===== src/rtl/sync_fifo_flagged.sv =====
// Single-clock FIFO with occupancy count, programmable almost-full/almost-empty flags,
// overflow/underflow pulses and an optional first-word-fall-through read port.
module sync_fifo_flagged #(
    parameter int DEPTH         = 32,
    parameter int WIDTH         = 32,
    parameter int AFULL_THRESH  = DEPTH - 2,
    parameter int AEMPTY_THRESH = 2,
    parameter int FWFT          = 0
) (
    input  logic                       clk,
    input  logic                       rst,
    input  logic                       w_en,
    input  logic [WIDTH-1:0]           data_in,
    input  logic                       r_en,
    output logic [WIDTH-1:0]           data_out,
    output logic                       full,
    output logic                       empty,
    output logic                       almost_full,
    output logic                       almost_empty,
    output logic [$clog2(DEPTH+1)-1:0] count,
    output logic                       overflow,
    output logic                       underflow
);
    localparam int CW = $clog2(DEPTH + 1);
    localparam int PW = (DEPTH > 1) ? $clog2(DEPTH) : 1;

    logic [WIDTH-1:0] mem [DEPTH];

    logic [PW-1:0]    wr_ptr_q, wr_ptr_d;
    logic [PW-1:0]    rd_ptr_q, rd_ptr_d;
    logic [CW-1:0]    count_q, count_d;
    logic             full_q, full_d;
    logic             empty_q, empty_d;
    logic             afull_q, afull_d;
    logic             aempty_q, aempty_d;
    logic             ovf_q, ovf_d;
    logic             udf_q, udf_d;
    logic [WIDTH-1:0] dout_q, dout_d;
    logic             wr_acc, rd_acc;

    always_comb begin
        rd_acc   = r_en && !empty_q;
        // a full FIFO still takes a write when the same edge frees a slot
        wr_acc   = w_en && (!full_q || rd_acc);

        wr_ptr_d = wr_ptr_q;
        if (wr_acc)
            wr_ptr_d = (wr_ptr_q == PW'(DEPTH - 1)) ? '0 : wr_ptr_q + PW'(1);
        rd_ptr_d = rd_ptr_q;
        if (rd_acc)
            rd_ptr_d = (rd_ptr_q == PW'(DEPTH - 1)) ? '0 : rd_ptr_q + PW'(1);

        count_d  = count_q + CW'(wr_acc) - CW'(rd_acc);
        full_d   = (count_d == CW'(DEPTH));
        empty_d  = (count_d == '0);
        afull_d  = (count_d >= CW'(AFULL_THRESH));
        aempty_d = (count_d <= CW'(AEMPTY_THRESH));
        ovf_d    = w_en && !wr_acc;
        udf_d    = r_en && !rd_acc;

        dout_d   = dout_q;
        if (rd_acc)
            dout_d = mem[rd_ptr_q];
    end

    always_ff @(posedge clk) begin
        if (rst) begin
            wr_ptr_q <= '0;
            rd_ptr_q <= '0;
            count_q  <= '0;
            full_q   <= 1'b0;
            empty_q  <= 1'b1;
            afull_q  <= 1'b0;
            aempty_q <= 1'b1;
            ovf_q    <= 1'b0;
            udf_q    <= 1'b0;
            dout_q   <= '0;
        end else begin
            wr_ptr_q <= wr_ptr_d;
            rd_ptr_q <= rd_ptr_d;
            count_q  <= count_d;
            full_q   <= full_d;
            empty_q  <= empty_d;
            afull_q  <= afull_d;
            aempty_q <= aempty_d;
            ovf_q    <= ovf_d;
            udf_q    <= udf_d;
            dout_q   <= dout_d;
        end
    end

    // storage is not reset; stale words are unreachable once the pointers clear
    always_ff @(posedge clk) begin
        if (!rst && wr_acc)
            mem[wr_ptr_q] <= data_in;
    end

    // fall-through reads the head directly from registered state, so no path from r_en/w_en
    assign data_out     = (FWFT != 0) ? mem[rd_ptr_q] : dout_q;
    assign full         = full_q;
    assign empty        = empty_q;
    assign almost_full  = afull_q;
    assign almost_empty = aempty_q;
    assign count        = count_q;
    assign overflow     = ovf_q;
    assign underflow    = udf_q;

endmodule


===== config.mk =====
export PLATFORM = sky130hd
export DESIGN_NAME = sync_fifo_flagged
export DESIGN_NICKNAME = d
export VERILOG_FILES = /design/src/rtl/sync_fifo_flagged.sv
export SDC_FILE = /design/constraint.sdc
export NUM_CORES = 1
export LEC_CHECK = 0
export CAP_MARGIN = 10
export CORE_MARGIN = 2
export CORE_UTILIZATION = 56
export DETAILED_ROUTE_END_ITERATION = 8
export GPL_ROUTABILITY_DRIVEN = 0
export PLACE_DENSITY_LB_ADDON = 0.25
export SKIP_LAST_GASP = 1
export SYNTH_ARGS = -nofsm -noshare
export SYNTH_HDL_FRONTEND = slang
export SYNTH_SLANG_ARGS = --single-unit

===== constraint.sdc =====
create_clock -name clk -period 3.45 [get_ports clk]
set_input_delay 0.69 -clock clk [delete_from_list [all_inputs] [get_ports clk]]
set_output_delay 0.69 -clock clk [all_outputs]
set_load 0.03 [all_outputs]

==> results of run 1 <==
==> cell type report <==
type,count,share of cell area
Clock buffer,130,0.0578
Multi-Input combinational cell,850,0.193
Clock inverter,64,0.0130
Sequential cell,1078,0.662
Tap cell,969,0.0252
Timing Repair Buffer,226,0.0479
Inverter,11,0.000859
==> per-layer routing <==
layer / global-route usage / routed length (um) / up-vias
li1: - / - / 8967
met1: 0.351 / 37800 / 11100
met2: 0.425 / 48700 / 975
met3: 0.0380 / 7420 / 153
met4: 0.0916 / 3160 / 4
met5: 0 / 21 / -
==> per-stage QoR <==
step	setup WS [ns]	instance area (sq um)	hold WS [ns]	util	TNS, ns
2_1_floorplan	0.178	41700	0.462	-	0
5_1_grt	0.319	48100	0.499	0.649	0
3_3_place_gp	0.0740	44700	0.451	0.603	0
6_report	0.625	48100	0.476	0.649	0
3_5_place_dp	-0.00469	44700	0.463	0.603	-0.00469
4_1_cts	0.629	48100	0.477	0.649	0
==> placed cells by master (no fill, tap or decap), types with 35 or more instances in the layout <==
cell type / netlist / final
dfxtp_1: 54 / 50
o21ai_0: 51 / 51
buf_4: 10 / 114
edfxtp_1: 1024 / 1024
mux2i_1: 130 / 130
clkdlybuf4s50_1: 0 / 78
o22ai_1: 97 / 97
nor3_1: 35 / 35
nor2_1: 79 / 46
mux4_2: 191 / 191
nor2b_1: 35 / 35
a21oi_1: 46 / 46
clkbuf_16: 0 / 105
==> critical path, stage by stage <==
cell,delay [ns]
clkdlybuf4s50_1,0.51
nand2b_2,0.08
inv_2,0.10
o21ai_2,0.07
ha_1,0.28
inv_1,0.04
ha_1,0.21
fa_1,0.43
buf_4,0.17
a2111oi_1,0.52
nor4bb_1,0.28
==> worst max-delay path by stage <==
stage               from              endpoint  slack [ns]  depth (start not counted)
floorplan            rst  mem[30][0]$_DFFE_PP_        0.18                          5
global placement    r_en       full$_SDFF_PP0_        0.07                         11
detailed placement  r_en       full$_SDFF_PP0_      -0.005                         11
CTS                 r_en       full$_SDFF_PP0_        0.63                         11
global route        r_en       full$_SDFF_PP0_        0.32                         11
finish              r_en       full$_SDFF_PP0_        0.62                         11
==> power by group through the flow <==
stage          Clock [mW]  Sequential (mW)  Combinational, mW
2_1_floorplan           0             15.1               1.82
3_3_place_gp            0             14.9               2.89
3_5_place_dp            0             14.9               2.95
5_1_grt              11.9             14.7               3.15
4_1_cts              11.4             14.7               2.97
6_report             11.3             14.7               2.95
==> registers in the layout (all words and copies together), names as in the netlist <==
register	count
mem	1024
data_out	32
count	6
rd_ptr_q	5
wr_ptr_q	5
almost_empty	1
almost_full	1
empty	1
full	1
overflow	1
underflow	1
==> logic make-up (layout without fill, tap and decap cells) <==
kind of cell / count (synthesis) / in the layout / share of synthesized area
buffers and inverters: 134 / 431 / 0.0201
XOR/XNOR: 5 / 5 / 0.00105
adder cells (fa/ha/maj): 14 / 14 / 0.00438
AND/OR/NAND/NOR: 189 / 189 / 0.0222
multiplexers: 354 / 354 / 0.144
AO/OA/AOI/OAI: 288 / 288 / 0.0449
flip-flops: 1078 / 1078 / 0.764
==> impl_metrics.toml, run 1 <==
[outcome]
status = "complete, no violations"

[final_layout]
fillerInstances = 4853
final_nets = 2320
post_layout_nonfiller_instances = 3328
diodes = 0
drive_gt1_frac = 0.253
seq_area_sq_um = 31800
multi_input_area_sq_um = 9280
area_growth_pct = 15.4

[synthesis]
synth-main-ff-cell = "edfxtp_1"
ys_ff_latch = 1078
postSynthCellCount = 2062
synthTopCellsByCount = "1024 x edfxtp_1, 191 x mux4_2, 130 x mux2i_1, 97 x o22ai_1, 79 x nor2_1"
ys_warn_count = 0
yosys.area.top_type_share = 0.738
avgSynthCellArea_sq_um = 20.2
post_synth_main_area_contributors = "edfxtp_1 74%, mux4_2 10%, mux2i_1 3.1%"
synth_edf_count = 1024
synth_nets = 2112
synthArstFlopShare = 0
yosysTopAreaCell = "edfxtp_1"
synth_most_common_cell = "edfxtp_1"
synth_cell_types = 50
seq_area_frac_synth = 0.764
syn-cell-area_sq_um = 41700

[sta]
rsz0062_at_grt = "no"
period_share = 0.819
worst_pin_slew_ns = 0.835
hold_viol = 0
drv_slew = 0
slew_headroom = 0.443
fin_skew_ns = 0.0290
post-route-min-period_ns = 2.83
finalSetupViolations = 0
fmax_ghz = 0.354

[clock_network]
cts_htree_levels = 3
cts_hold_buf = 0
path_clk_slew_ns = 0.06
clockBufferDepth = 3
cts_sinks = 1078
cts_buffers = 103
root_buffer = "clkbuf_16"
cts_resized = 0
cts_tree = "yes"
post_cts_buffers = 0
insertion_delay_ns = 0.67

[pwr]
power.share.switching = 0.228
worst_ir_drop_vdd_mv = 0.562
p_leak_nw = 14.9
seqPwrFrac = 0.507
power.density_nw_per_um2 = 601
power.internal_mw = 22.3
p_clk_frac = 0.391
power_switching_mw = 6.58
power_mw = 28.9
combPwrFrac = 0.102

[flow_run]
max_cap_viol_count = 0

[setup_path]
r2r_end = "full$_SDFF_PP0_"
criticalPathCategory = "in -> reg"
arrival_ns = 3.38
worstSetupEndpointType = "flop"
path_max_fanout = 5
cp-start-kind = "input port"
required_ns = 4.00
r2r_slack_ns = 0.74
timing.rr.start = "empty$_SDFF_PP1_"
reg2reg_depth = 10

[route]
ant_nets = 0
firstDrtPassIters = 5
vias = 21200
drc = 0
avgViaCountPerCell = 6.37
post_drt_wl_per_cell_um = 29.2
drtIter0Drc = 2494
drt_wl_total_mm = 97.2

[floorplanning]
die_x_um = 277
num_rows = 100
core_area_sq_um = 74100
num_io_pins = 80
die_h_um = 277
start_util = 0.563
dieArea_sq_um = 76600

[placement]
io_buffers = 79
dp_hpwl_mm = 56.4
placed_cells = 3134

[hold_path]
hold_path_depth = 2
holdPathEnd = "underflow$_SDFF_PP0_"
hold_class = "reg -> reg"
worstHoldStart = "empty$_SDFF_PP1_"

[global_routing]
grt_pass1_vias = 21700
grt_usage = 0.256
grt_max_degree = 87
grt_pass1_wl_mm = 144
grt-ovfl-total = 0
antenna_found_initial = 2
No activity file was read; power rests on OpenSTA's default activity.
==> run 2, diff against run 1 <==
CORE_UTILIZATION = 60   (was 56)
clock period = 2.75 ns   (was 3.45 ns; I/O delays follow)
==> impl_metrics.toml, run 2 (same netlist as run 1, synthesis figures left out) <==
[final_layout]
stdcell_area_sq_um = 49200
final_nets = 2391
fillerInstances = 4062
largest_register = "mem"
drive_gt1_frac = 0.268
final_common_cell = "edfxtp_1"
largest_reg_flops = 1024
mostFrequentLayoutCells = "1024 x edfxtp_1, 191 x mux4_2, 130 x mux2i_1"
area_growth_pct = 18.0
diodes = 0

[pwr]
worst_ir_drop_vdd_mv = 0.627
combPwrFrac = 0.108
seqPwrFrac = 0.511
power_switching_mw = 8.30
p_leak_nw = 15.4
p_clk_frac = 0.382
power_mw = 36.1
power.density_nw_per_um2 = 733
power.internal_mw = 27.8
power.share.switching = 0.230

[hold_path]
hold_class = "in -> reg"
hold_path_depth = 3

[global_routing]
grt_max_degree = 57
grt_usage = 0.287
antenna_found_initial = 0
grt_pass1_vias = 22600
grt_pass1_wl_mm = 148
grt-ovfl-total = 0

[route]
firstDrtPassIters = 7
vias = 21800
drt_wl_total_mm = 100
avgViaCountPerCell = 6.50
drtIter0Drc = 2639
drc = 0
ant_nets = 0
post_drt_wl_per_cell_um = 29.8

[sta]
drv_slew = 0
post-route-min-period_ns = 2.55
fin_skew_ns = 0.0445
period_share = 0.929
fmax_ghz = 0.392
hold_viol = 0
finalSetupViolations = 0
rsz0062_at_grt = "no"
slew_headroom = 0.388
worst_hold_slack_ns = 0.352
worst_pin_slew_ns = 0.918

[floorplanning]
core_area_sq_um = 68700
num_io_pins = 80
num_rows = 96
die_x_um = 268
die_h_um = 268
start_util = 0.607
dieArea_sq_um = 71600

[placement]
dp_hpwl_mm = 59.4
postPlaceCellArea_sq_um = 45900
io_buffers = 79

[setup_path]
cp-start-kind = "flop"
criticalPathCategory = "reg -> reg"
reg2reg_depth = 12
path_max_fanout = 3
required_ns = 3.26
arrival_ns = 3.06
worstSetupEndpointType = "flop"

[flow_run]
max_cap_viol_count = 0

[outcome]
status = "complete, no violations"

[clock_network]
cts_tree = "yes"
insertion_delay_ns = 0.69
root_buffer = "clkbuf_16"
cts_htree_levels = 3
cts_resized = 0
cts_sinks = 1078
post_cts_buffers = 0
path_clk_slew_ns = 0.06
clockBufferDepth = 3
cts_buffers = 103
cts_hold_buf = 0
## run 2: cell count changes in the layout (fill, tap and decap cells not counted), moves of 3 or more
cell       previous run  this run
buf_4               114       129
bufinv_16            11         6
clkbuf_1             19        38
buf_12               33        89
clkinv_16             0         3
clkinv_2             28        16
## run 2: power groups by stage
stage                     Clock, mW  Combinational [mW]  Sequential (mW)
after global routing           14.5                4.14             18.4
final                          13.8                3.89             18.4
after floorplan                   0                2.28             18.9
after CTS                      13.9                3.90             18.4
after global placement            0                3.80             18.7
after detailed placement          0                3.88             18.8
## run 2: worst paths after layout
check	startpoint	endpoint	slack, ns
worst max register to register	empty$_SDFF_PP1_	almost_full$_SDFF_PP0_	0.20
worst min register to register	empty$_SDFF_PP1_	underflow$_SDFF_PP0_	0.45
worst min-delay path	rst	overflow$_SDFF_PP0_	0.35
worst max-delay path	empty$_SDFF_PP1_	almost_full$_SDFF_PP0_	0.20
## run 2: layer usage
metal | up-vias | track usage | share of wire
li1 | 9112 | - | -
met1 | 11400 | 0.393 | 0.38
met2 | 1162 | 0.472 | 0.50
met3 | 219 | 0.0464 | 0.088
met4 | 0 | 0.110 | 0.038
met5 | - | 0 | 0
## run 2: stage by stage
step | worst slack [ns] | std cells | util | TNS [ns]
after CTS | 0.187 | 3362 | 0.716 | 0
final | 0.196 | 3362 | 0.716 | 0
after global placement | -0.394 | 3167 | 0.668 | -110.94
after detailed placement | -0.440 | 3167 | 0.668 | -125.97
after global routing | 0.0658 | 3362 | 0.716 | 0
after floorplan | -0.382 | 2062 | - | -388.82
## run 2: final cells by class
cell class,instances,area (sq um),area share
Clock buffer,148,2820,0.0573
Clock inverter,47,500,0.0102
Inverter,11,41.3,0.000840
Multi-Input combinational cell,850,9280,0.189
Sequential cell,1078,31800,0.647
Tap cell,931,1160,0.0237
Timing Repair Buffer,297,3540,0.0719
## run 2: worst max-delay path: stages (launching register included)
cell and delay [ns]:
dfxtp_1 0.32, nand2b_2 0.18, inv_2 0.08, o21ai_2 0.06, ha_1 0.28, inv_1 0.04, ha_1 0.21, fa_1 0.45
a21o_1 0.18, a21oi_1 0.18, xor2_1 0.20, nand4bb_1 0.14, a21oi_1 0.06
